**src/rtl/sample_framer.sv**
```systemverilog
// Packetizes 14-bit samples from a FIFO into sync/seq/payload/checksum frames
// and issues them one byte at a time to a UART transmitter.
module sample_framer #(
  parameter int unsigned DATA_SIZE  = 16,
  parameter int unsigned FIFO_DEPTH = 16,
  parameter int unsigned FRAME_LEN  = 32,
  parameter logic [7:0]  SYNC_BYTE  = 8'hA5
) (
  input  logic                 i_clock,
  input  logic                 i_reset,
  input  logic [DATA_SIZE-1:0] i_data,
  input  logic                 i_valid,
  output logic                 o_next,
  input  logic                 i_tx_ready,
  output logic                 o_tx_start,
  output logic [7:0]           o_tx_data,
  output logic                 o_frame_done,
  output logic                 o_overflow,
  output logic [7:0]           o_seq
);

  localparam int unsigned AW = $clog2(FIFO_DEPTH);
  localparam int unsigned CW = AW + 1;

  localparam logic [2:0] ST_IDLE  = 3'd0;
  localparam logic [2:0] ST_SYNC  = 3'd1;
  localparam logic [2:0] ST_SEQ   = 3'd2;
  localparam logic [2:0] ST_LO    = 3'd3;
  localparam logic [2:0] ST_HI    = 3'd4;
  localparam logic [2:0] ST_CKSUM = 3'd5;

  logic [13:0]   mem_q [FIFO_DEPTH];
  logic [AW-1:0] wr_ptr_q, wr_ptr_d;
  logic [AW-1:0] rd_ptr_q, rd_ptr_d;
  logic [CW-1:0] count_q, count_d;
  logic          next_q, next_d;
  logic          ovf_q, ovf_d;

  logic [2:0]    state_q, state_d;
  logic [1:0]    guard_q, guard_d;
  logic [7:0]    sent_q, sent_d;
  logic [5:0]    hi_q, hi_d;
  logic [7:0]    cksum_q, cksum_d;
  logic [7:0]    seq_q, seq_d;
  logic          start_q, start_d;
  logic [7:0]    data_q, data_d;
  logic          done_q, done_d;

  logic          empty, full, can_issue, pop, wr_en;
  logic [13:0]   head;

  // Sample bits above the 14-bit payload are intentionally discarded.
  logic unused_data_hi;
  assign unused_data_hi = ^i_data[DATA_SIZE-1:14];

  assign empty     = (count_q == '0);
  assign full      = (count_q == CW'(FIFO_DEPTH));
  assign can_issue = i_tx_ready && (guard_q == '0);
  assign pop       = (state_q == ST_LO) && can_issue && !empty;
  // A pop in the same cycle frees a slot, so a write to a full FIFO still lands.
  assign wr_en     = i_valid && (!full || pop);
  assign head      = mem_q[rd_ptr_q];

  always_comb begin
    wr_ptr_d = wr_en ? wr_ptr_q + AW'(1) : wr_ptr_q;
    rd_ptr_d = pop   ? rd_ptr_q + AW'(1) : rd_ptr_q;
    count_d  = count_q + CW'(wr_en) - CW'(pop);
    next_d   = (count_d <= CW'(FIFO_DEPTH - 2));
    ovf_d    = ovf_q || (i_valid && !wr_en);
  end

  always_comb begin
    state_d = state_q;
    sent_d  = sent_q;
    hi_d    = hi_q;
    cksum_d = cksum_q;
    seq_d   = seq_q;
    start_d = 1'b0;
    data_d  = data_q;
    done_d  = 1'b0;
    case (state_q)
      ST_IDLE: begin
        if (!empty) state_d = ST_SYNC;
      end
      ST_SYNC: begin
        if (can_issue) begin
          start_d = 1'b1;
          data_d  = SYNC_BYTE;
          cksum_d = '0;
          state_d = ST_SEQ;
        end
      end
      ST_SEQ: begin
        if (can_issue) begin
          start_d = 1'b1;
          data_d  = seq_q;
          cksum_d = cksum_q ^ seq_q;
          sent_d  = '0;
          state_d = ST_LO;
        end
      end
      ST_LO: begin
        if (pop) begin
          start_d = 1'b1;
          data_d  = head[7:0];
          hi_d    = head[13:8];
          cksum_d = cksum_q ^ head[7:0];
          sent_d  = sent_q + 8'd1;
          state_d = ST_HI;
        end
      end
      ST_HI: begin
        if (can_issue) begin
          start_d = 1'b1;
          data_d  = {2'b00, hi_q};
          cksum_d = cksum_q ^ {2'b00, hi_q};
          state_d = (sent_q < 8'(FRAME_LEN)) ? ST_LO : ST_CKSUM;
        end
      end
      ST_CKSUM: begin
        if (can_issue) begin
          start_d = 1'b1;
          data_d  = cksum_q;
          done_d  = 1'b1;
          seq_d   = seq_q + 8'd1;
          state_d = ST_IDLE;
        end
      end
      default: state_d = ST_IDLE;
    endcase
    // Ready is ignored for two cycles after each pulse while the UART deasserts it.
    if (start_d)             guard_d = 2'd2;
    else if (guard_q != '0)  guard_d = guard_q - 2'd1;
    else                     guard_d = '0;
  end

  always_ff @(posedge i_clock) begin
    if (wr_en) mem_q[wr_ptr_q] <= i_data[13:0];
  end

  always_ff @(posedge i_clock or posedge i_reset) begin
    if (i_reset) begin
      wr_ptr_q <= '0;
      rd_ptr_q <= '0;
      count_q  <= '0;
      next_q   <= 1'b1;
      ovf_q    <= 1'b0;
      state_q  <= ST_IDLE;
      guard_q  <= '0;
      sent_q   <= '0;
      hi_q     <= '0;
      cksum_q  <= '0;
      seq_q    <= '0;
      start_q  <= 1'b0;
      data_q   <= '0;
      done_q   <= 1'b0;
    end else begin
      wr_ptr_q <= wr_ptr_d;
      rd_ptr_q <= rd_ptr_d;
      count_q  <= count_d;
      next_q   <= next_d;
      ovf_q    <= ovf_d;
      state_q  <= state_d;
      guard_q  <= guard_d;
      sent_q   <= sent_d;
      hi_q     <= hi_d;
      cksum_q  <= cksum_d;
      seq_q    <= seq_d;
      start_q  <= start_d;
      data_q   <= data_d;
      done_q   <= done_d;
    end
  end

  assign o_next       = next_q;
  assign o_overflow   = ovf_q;
  assign o_tx_start   = start_q;
  assign o_tx_data    = data_q;
  assign o_frame_done = done_q;
  assign o_seq        = seq_q;

endmodule
```
**config.mk**
```make
export PLATFORM = sky130hd
export DESIGN_NAME = sample_framer
export DESIGN_NICKNAME = d
export VERILOG_FILES = /design/src/rtl/sample_framer.sv
export SDC_FILE = /design/constraint.sdc
export NUM_CORES = 1
export LEC_CHECK = 0
export BUFFER_PORTS_ARGS = -buffer_cell sky130_fd_sc_hd__buf_2
export CORE_ASPECT_RATIO = 0.6
export CORE_UTILIZATION = 30
export CTS_BUF_LIST = sky130_fd_sc_hd__clkbuf_4 sky130_fd_sc_hd__clkbuf_8
export DETAILED_ROUTE_END_ITERATION = 12
export GPL_TIMING_DRIVEN = 0
export PLACE_DENSITY = 0.48
export SETUP_SLACK_MARGIN = 0.1
export SLEW_MARGIN = 20
export SYNTH_ARGS = -nofsm -noshare
export SYNTH_HDL_FRONTEND = slang
export SYNTH_SLANG_ARGS = --single-unit
```
**constraint.sdc**
```tcl
create_clock -name i_clock -period 7.4 [get_ports i_clock]
set_input_delay 0.37 -clock i_clock [delete_from_list [all_inputs] [get_ports i_clock]]
set_output_delay 0.37 -clock i_clock [all_outputs]
set_load 0.05 [all_outputs]
```
* Word level (Yosys, flattened, before mapping)
Memories as Yosys holds them, arrays and structs flattened.
Cells that the tools add are included.
** Cells by class
- $add $sub $neg :: 7
- Order comparisons :: 2
- Eq/ne operators :: 12
- Mux-type cells :: 29
- Bitwise logic cells :: 3
- Reductions and logical operators :: 24
** Operators by type and width (number)
- $mux 8 :: 10
- $pmux 8 s5 :: 1
- $pmux 8 s4 :: 1
- $mux 3 :: 7
- $pmux 3 s6 :: 1
- $add 8x1->8 const B :: 2
- $pmux 8 s2 :: 1
- $xor 8x8->8 :: 2
- $ne 2x2->1 const B :: 6
- $reduce_and 6->1 :: 2
- $add 4x1->4 const B :: 2
- $lt 8x6->1 const B :: 1
- $xor 8x6->8 :: 1
- $eq 3x2->1 const B :: 2
- $eq 3x3->1 const B :: 2
- $add 5x1->5 :: 1
- $eq 5x5->1 const B :: 1
- $le 5x4->1 const B :: 1
- $logic_and 1x1->1 :: 5
- $logic_not 5->1 :: 1
- $mux 1 :: 5
- $reduce_and 5->1 :: 1
- $reduce_bool 5->1 :: 1
- $sub 5x1->5 :: 1
- other kinds (13) :: 19
** Word-level totals
- Flip-flop bits (word level) :: 60
- Memory bits (writable) :: 224
- Bits of input ports :: 20
- Word-level logic and storage cells :: 92
- Memories :: 1
** Memory list
- mem_q :: words 16, bits a word 14, read ports 1, clocked after memory_dff 0, wr ports 1, RTL line 32 : logic [13:0] mem_q [FIFO_DEPTH];

* Logic depth before layout (Yosys ltp)
Gate-level depths: netlist of run 1.
- Word-level depth :: 9
- Depth in mapped cells :: 16
- Gate-level depth less buffers :: 15

* Worst setup path after synthesis of run 1
OpenSTA, ideal clock, no wires.
- Kind :: reg-to-reg
- Start point :: reg guard_q[1]
- End point :: mem mem_q[3][0] (enable)
- Arrival :: 2.538 ns
- Slack :: 4.460 ns
- Stages on the path, launching flop included :: 8
- Buffers on the path :: 2
- Period minus slack after synthesis :: 2.940 ns
- Cells stage by stage :: dfrtp_1 -> or3b_4 -> buf_2 -> o21ai_0 -> and2_1 -> buf_2 -> nand2_1 -> nor3_1
** On the way
- Cells in the longest elaborated chain, start to end :: 8
** RTL lines
- start, declared :: RTL line 40 : logic [1:0] guard_q, guard_d;
- start signal, assigned :: RTL line 164 : guard_q <= guard_d;
- $logic_not 2->1 :: RTL line 58 : assign can_issue = i_tx_ready && (guard_q == '0);
- $logic_and 1x1->1 :: RTL line 58
- $logic_and 1x1->1 (2 in a row) :: RTL line 59 : assign pop = (state_q == ST_LO) && can_issue && !empty;
- $logic_or 1x1->1 :: RTL line 61 : assign wr_en = i_valid && (!full || pop);
- $logic_and 1x1->1 :: RTL line 61
- $mux 1 :: RTL line 138 : if (wr_en) mem_q[wr_ptr_q] <= i_data[13:0];
- $mux 1 (not written as such) :: RTL line 138
- end, declared :: RTL line 32
Every way passes these cells.

* Worst setup path in the final report of run 1
- Start point :: reg state_q[2]
- End point :: reg next_q (netlist: o_next)
** On the way
- Cells in the longest elaborated chain, start to end :: 8
** RTL lines
- start, declared :: RTL line 39 : logic [2:0] state_q, state_d;
- start signal, assigned :: RTL line 163 : state_q <= state_d;
- $eq 3x2->1 * :: RTL line 59
- $logic_and 1x1->1 * (2 in a row) :: RTL line 59
- $logic_or 1x1->1 :: RTL line 61
- $logic_and 1x1->1 :: RTL line 61
- $add 5x1->5 :: RTL line 67 : count_d = count_q + CW'(wr_en) - CW'(pop);
- $sub 5x1->5 * :: RTL line 67
- net count_d[4] :: RTL line 35 : logic [CW-1:0] count_q, count_d;
- $le 5x4->1 * :: RTL line 68 : next_d = (count_d <= CW'(FIFO_DEPTH - 2));
- net next_d :: RTL line 36 : logic next_q, next_d;
- end signal, assigned :: RTL line 161 : next_q <= next_d;
- end, declared :: RTL line 36
The timed path passes the listed nets; every way through them passes the cells marked *.
A chain may end at the register's enable or synchronous reset.

==> impl_metrics.yaml, run 1 <==
route:
  drt_iter0_markers: 790
  drc: 0
  post_drt_wl_per_cell_microns: 22.8
  viasPerCell: 5.04
  detail-route-antenna-nets: 0
  drt_pass1_iterations: 5
  drt-total-wl_microns: 31700
  vias: 6992
worst_setup_path:
  worst-path-max-fanout: 10
  cp-start-kind: "flop"
  r2r-start: "state_q[2]"
  r2r_end: "o_next"
  critPathRequiredTime_ns: 7.87
  crit_chain: "buf_2 -> nand3b_1 -> nor3_2 -> buf_4 -> ha_1 -> inv_1 -> ha_1 -> fa_1 -> a21oi_1 -> nor2_1 -> nor2_1 -> xnor2_1 -> a41oi_1"
  criticalPathCategory: "flop to flop"
  reg2reg_slack_ns: 4.02
  r2r_cells: 13
  arrival_ns: 3.85
  crit_slowest_cell: "nor3_2"
  worst_setup_path_end_kind: "flop"
  max_stage_delay_ns: 0.53
min_path:
  hp-start: "i_valid"
  whs_path_depth: 3
  hold_path_class: "input pin to flop"
  min_to: "o_overflow"
clock_network:
  cts.clk_slew.worst_paths_ns: 0.06
  root_buffer: "clkbuf_8"
  cts_max_level: 2
  cts_buffers: 42
  clk_latency_ns: 0.57
  cts_buffer_depth: 3
  cts.sinks: 284
  cts_resized: 0
  cts_setup_buffers: 0
  postCtsHoldBufs: 1
  cts_tree: "built"
die:
  start_util_pct: 30.5
  core-area_sq_um: 39100
  boundaryPins: 40
  rows: 56
  dieArea_sq_um: 40600
  die_h_microns: 156
  dieWidth_microns: 259
synthesis:
  async_flop_share_pct: 21.1
  yosysSeqAreaShare_pct: 69.0
  yosys.cell_types.count: 60
  synth_nets: 771
  ys_ff_latch: 284
  synth_edf_count: 224
  synthCells: 736
  syn_area_per_cell_sq_um: 16.2
  synth_area_sq_um: 11900
  yosys_warnings: 0
  synth_ff_type: "edfxtp_1"
timing:
  finalMaxSlewViolations: 0
  fin_crit_sh_pct: 45.7
  skew_ns: 0.0141
  tns_ns: 0
  timing.fmax_mhz: 295
  grt_setup_unrepaired: "false"
  worst_pin_slew_ns: 1.14
  timing.final.hold_violations: 0
  period_minus_slack_ns: 3.38
  finalSetupViolations: 0
  relSlewSlack_pct: 23.4
power:
  powerDensity_nw_per_um2: 392
  peakVddDrop_v: 0.000166
  p_leak_nw: 4.85
  p_total_w: 0.00543
layout:
  fillers: 3767
  area_growth_pct: 16.1
  layout-drive-gt1-share_pct: 26.8
  stdcell_count: 1387
  nets: 867
  diodes: 0
global_routing:
  track_usage_pct: 15.9
  antenna_found_initial: 0
  grt_start_max_net_pins: 47
  grt.overflow.total: 0
  grt_pass1_wl_microns: 46400
  first_global_vias: 6815
run:
  max_cap_viol_count: 0
placed_design:
  port_buffers: 37
  place.detailed.hpwl_microns: 20800
  placed_cells: 1309
  place.gp.congestion: 0.851
run_status:
  status: "completed"
[synth_stat cells, types with 14 or more instances]
cell type | number | area (sq um)
mux4_2 | 39 | 878
inv_1 | 17 | 63.8
a21oi_1 | 16 | 80.1
mux2_2 | 19 | 214
nor2b_1 | 14 | 87.6
edfxtp_1 | 224 | 6730
xnor2_1 | 14 | 123
nor2_1 | 42 | 158
ha_1 | 14 | 175
nand2_1 | 40 | 150
o21ai_0 | 18 | 90.1
nand4_1 | 18 | 113
buf_2 | 19 | 95.1
mux2i_1 | 31 | 310
dfrtp_1 | 59 | 1480
[stage by stage]
stage | util, % | hold slack [ns] | worst slack [ns] | instance area, sq um
floorplan | - | 0.447 | 4.46 | 11900
global placement | 32.6 | 0.463 | 2.39 | 12800
detailed placement | 33.3 | 0.319 | 3.93 | 13000
CTS | 35.4 | 0.0250 | 3.95 | 13800
global route | 35.4 | 0.0453 | 3.70 | 13800
finish | 35.4 | 0.0608 | 4.02 | 13800
[area by class of cell]
| cell class | instances | area (sq um) | share of cell area, % |
|---|---|---|---|
| inverter | 17 | 66.3 | 0.479 |
| sequential | 284 | 8230 | 59.5 |
| clock buffer | 66 | 771 | 5.57 |
| clock inverter | 11 | 52.6 | 0.380 |
| timing repair buffer | 52 | 347 | 2.50 |
| buffer | 38 | 204 | 1.47 |
| tap | 522 | 653 | 4.72 |
| multi-input combinational | 397 | 3520 | 25.4 |
[where the power goes]
group          internal, W  total, W  switching, W
clock             0.000664   0.00128      0.000613
combinational     0.000748   0.00202       0.00127
sequential         0.00198   0.00213      0.000150
total              0.00340   0.00543       0.00203
[critical path: cells and delay by family (launching register included)]
| family | cells | cell delay, ns |
|---|---|---|
| AND/OR/NAND/NOR | 4 | 1.10 |
| adder cells (fa/ha/maj) | 3 | 0.74 |
| buffers and inverters | 3 | 0.55 |
| flip-flops | 1 | 0.44 |
| AO/OA/AOI/OAI | 2 | 0.35 |
| XOR/XNOR | 1 | 0.10 |
[layout by cell type, fill, tap and decap left out, types with 9 or more instances in the layout]
master / Yosys / final
edfxtp_1: 224 / 224
nand2_1: 40 / 40
buf_2: 19 / 56
inv_1: 17 / 16
nor2_1: 42 / 30
mux4_2: 39 / 39
clkbuf_8: 0 / 44
buf_4: 10 / 16
o21ai_0: 18 / 18
xnor2_1: 14 / 14
ha_1: 14 / 14
nand4_1: 18 / 18
nor2b_1: 14 / 14
clkbuf_4: 0 / 22
xor2_1: 9 / 9
mux2i_1: 31 / 31
a21oi_1: 16 / 16
a22oi_1: 11 / 11
mux2_2: 19 / 19
dfrtp_1: 59 / 59
a22o_1: 10 / 10
[flip-flops by register name (all words and copies together) (netlist names), 2 cells and up]
| signal | cells |
|---|---|
| cksum_q | 8 |
| count_q | 5 |
| guard_q | 2 |
| hi_q | 6 |
| mem_q | 224 |
| o_seq | 8 |
| o_tx_data | 8 |
| rd_ptr_q | 4 |
| sent_q | 8 |
| state_q | 3 |
| wr_ptr_q | 4 |
[cell families after synthesis]
group,share of synthesized area [%]
buffers and inverters,2.25
XOR/XNOR,1.69
AO/OA/AOI/OAI,6.66
flip-flops,69.0
multiplexers,11.8
AND/OR/NAND/NOR,6.98
adder cells (fa/ha/maj),1.64
[worst max path at each step]
stage / from / endpoint / slack, ns / cells after the start
floorplan: guard_q[1] / mem_q[3][0] / 4.46 / 7
global placement: state_q[2] / mem_q[3][8] / 2.39 / 7
detailed placement: i_tx_ready / o_next / 3.93 / 14
CTS: guard_q[1] / o_next / 3.95 / 13
global route: guard_q[1] / o_next / 3.70 / 13
finish: state_q[2] / o_next / 4.02 / 13
[metal layers]
metal / up-vias / track usage [%] / share of wire, %
met4: 0 / 3.50 / 1.3
met5: - / 0 / 0
li1: 3082 / - / -
met1: 3626 / 26.6 / 53
met2: 251 / 19.7 / 38
met3: 33 / 3.66 / 7.4
No activity file was read; power rests on OpenSTA's default activity.
==> run 2, diff against run 1 <==
ABC_AREA = 1   (was not set)
PLACE_DENSITY = 0.5   (was 0.48)
clock period = 3.1 ns   (was 7.4 ns; I/O delays follow)
==> run 2 against run 1 <==
Power grew to 2.5 times the previous value; area after synthesis grew 3.7%; utilization grew 0.24 points; die area grew 3.7%; combinational power grew to 2.7 times the previous value; cell area grew 4.5%; global-route usage grew 0.99 points; largest cell class unchanged; highest routed layer unchanged.
==> impl_metrics.yaml, run 2 <==
worst_setup_path:
  cp-start-kind: "flop"
  worst_setup_path_end_kind: "flop"
  critPathRequiredTime_ns: 3.60
  r2r_end: "o_next"
  max_stage_delay_ns: 0.40
  reg2reg_slack_ns: 0.29
  r2r_cells: 15
  crit_slowest_cell: "fa_1"
  startpoint: "guard_q[1]"
  arrival_ns: 3.31
  r2r-start: "guard_q[1]"
  crit_path_frequent_cell: "inv_1"
  criticalPathCategory: "flop to flop"
  worst-path-max-fanout: 5
  crit_chain: "inv_1 -> nand3_4 -> inv_4 -> nand2_4 -> nand3_1 -> nand2_2 -> ha_1 -> inv_1 -> ha_1 -> fa_1 -> a21oi_1 -> o21bai_1 -> xor2_1 -> o21ai_0 -> inv_1"
layout:
  multi_input_area_sq_um: 3530
  top_register: "mem_q"
  final_common_cell: "edfxtp_1"
  final_area_sq_um: 14500
  stdcell_count: 1805
  seq_area_sq_um: 8230
  fillers: 4013
  area_growth_pct: 16.9
  layout-drive-gt1-share_pct: 15.3
  nets: 1277
  diodes: 0
  largest_reg_flops: 224
  mostFrequentLayoutCells: "edfxtp_1, nand2_1, inv_1"
timing:
  timing.final.hold_violations: 0
  skew_ns: 0.0207
  fin_ws_ns: 0.286
  grt_setup_unrepaired: "false"
  finalSetupViolations: 0
  relSlewSlack_pct: 36.1
  finalMaxSlewViolations: 0
  worst_pin_slew_ns: 0.959
  whs_ns: 0.406
  timing.fmax_mhz: 355
  period_minus_slack_ns: 2.81
  fin_crit_sh_pct: 90.8
global_routing:
  grt_start_max_net_pins: 54
  grt_pass1_wl_microns: 53500
  antenna_found_initial: 0
  first_global_vias: 8445
  track_usage_pct: 16.9
  grt.overflow.total: 0
die:
  die_h_microns: 159
  dieArea_sq_um: 42100
  start_util_pct: 30.5
  boundaryPins: 40
  dieWidth_microns: 264
  core-area_sq_um: 40600
  rows: 57
placed_design:
  preCtsSetupSlack_ns: -0.120
  port_buffers: 37
  place.detailed.hpwl_microns: 23200
  place.gp.congestion: 0.826
  postPlaceCellArea_sq_um: 13400
  placed_cells: 1711
power:
  internal-power_w: 0.00797
  p_leak_nw: 5.72
  peakVddDrop_v: 0.000357
  switchingPower_w: 0.00575
  p_seq_share_pct: 37.3
  powerDensity_nw_per_um2: 948
  p_comb_share_pct: 40.0
  swShare_pct: 41.9
  p_total_w: 0.0137
  clkPwrFrac_pct: 22.7
route:
  post_drt_wl_per_cell_microns: 19.4
  drt-total-wl_microns: 34900
  drt_iter0_markers: 950
  viasPerCell: 4.81
  drc: 0
  drt_pass1_iterations: 5
  vias: 8679
  detail-route-antenna-nets: 0
run:
  max_cap_viol_count: 0
synthesis:
  synth_area_sq_um: 12400
  yosysSeqAreaShare_pct: 66.5
  yosysMostFrequentCell: "edfxtp_1"
  synthCells: 1134
  syn_area_per_cell_sq_um: 10.9
  synth_nets: 1169
  yosysTopAreaCellShare_pct: 54.4
  synth_commonest_cells: "edfxtp_1, nand2_1, nor2_1"
  yosys_warnings: 0
  synth_edf_count: 224
  synth_area_leaders: "edfxtp_1, dfrtp_1, nand2_1, nand3_1, nor2_1"
  synth_ff_type: "edfxtp_1"
  async_flop_share_pct: 21.1
  ys_ff_latch: 284
  yosys.cell_types.count: 50
  synth_top_cell_by_area: "edfxtp_1"
clock_network:
  root_buffer: "clkbuf_8"
  cts.sinks: 284
  clk_latency_ns: 0.57
  cts_buffers: 43
  cts.clk_slew.worst_paths_ns: 0.06
  cts_max_level: 2
  cts_buffer_depth: 3
  cts_tree: "built"
min_path:
  whs_path_depth: 4
  hold_path_class: "input pin to flop"
  min_to: "o_overflow"
  hp-start: "i_valid"
run_status:
  status: "completed"
-- run 2: cell types whose count changed in the layout (fill, tap and decap cells not counted), sizes merged, moves of 15 or more --
| cell | change |
|---|---|
| clkbuf | +15 |
| dlygate4sd3 | +17 |
| inv | +100 |
| mux2 | -18 |
| mux2i | -31 |
| mux4 | -39 |
| nand2 | +173 |
| nand3 | +107 |
| nand4 | -15 |
| nor2 | +92 |
| o21ai | +69 |
-- run 2: worst max path at each step --
stage / end / slack, ns / cells after the start
floorplan: o_next / 0.40 / 17
global placement: mem_q[15][3] / -0.45 / 9
detailed placement: o_next / -0.12 / 17
CTS: o_next / 0.20 / 15
global route: o_next / 0.11 / 16
finish: o_next / 0.29 / 15
-- run 2: repair_timing --
item / in CTS / in global routing
endpoints found under the hold margin: 281 / 0
gates resized for setup: 0 / 5
buffers inserted: 0 / 0
pin swaps: 0 / 0
hold buffers: 18 / 0
setup endpoints to repair: 2 / 1
-- run 2: final cells by class --
cell class / instances / area share (%)
flip-flops and latches: 284 / 56.9
repair buffers: 64 / 3.42
clock buffers: 68 / 5.61
well taps: 531 / 4.59
plain buffers: 48 / 1.64
inverters: 122 / 3.21
clock inverters: 9 / 0.242
multi-input cells: 679 / 24.4
-- run 2: through the flow --
stage	TNS [ns]	util, %
after global routing	0	35.6
after floorplan	0	-
after global placement	-72.05	32.6
final	0	35.6
after detailed placement	-0.166	33.1
after CTS	0	35.6
-- run 2: routing by layer --
layer	vias up	routed length, microns	global-route usage, %
met2	252	13500	22.1
met3	41	2420	3.60
met5	-	0	0
met1	4282	18700	27.8
met4	0	384	3.04
li1	4104	-	-
-- run 2: power groups by stage --
| stage | Sequential (W) | Clock, W | Combinational, W |
|---|---|---|---|
| after detailed placement | 0.00518 | 0 | 0.00542 |
| after global placement | 0.00518 | 0 | 0.00525 |
| after CTS | 0.00511 | 0.00318 | 0.00545 |
| final | 0.00512 | 0.00312 | 0.00548 |
| after global routing | 0.00518 | 0.00336 | 0.00607 |
| after floorplan | 0.00535 | 0 | 0.00330 |
-- run 2: critical path: cells and delay by family (launching register included) --
kind            cells  cell delay [ns]
buf+inv             4             0.39
compound gates      3             0.38
xor+xnor            1             0.20
simple gates        4             0.55
flops               1             0.35
fa+ha+maj           3             0.89
-- run 2: cells by family (layout without fill, tap and decap cells) --
family / Yosys count / count (layout) / synth area share, %
compound gates: 168 / 168 / 7.88
mux: 1 / 1 / 0.0910
fa+ha+maj: 15 / 15 / 1.58
xor+xnor: 19 / 19 / 1.35
flops: 284 / 284 / 66.5
buf+inv: 171 / 311 / 5.65
simple gates: 476 / 476 / 16.9
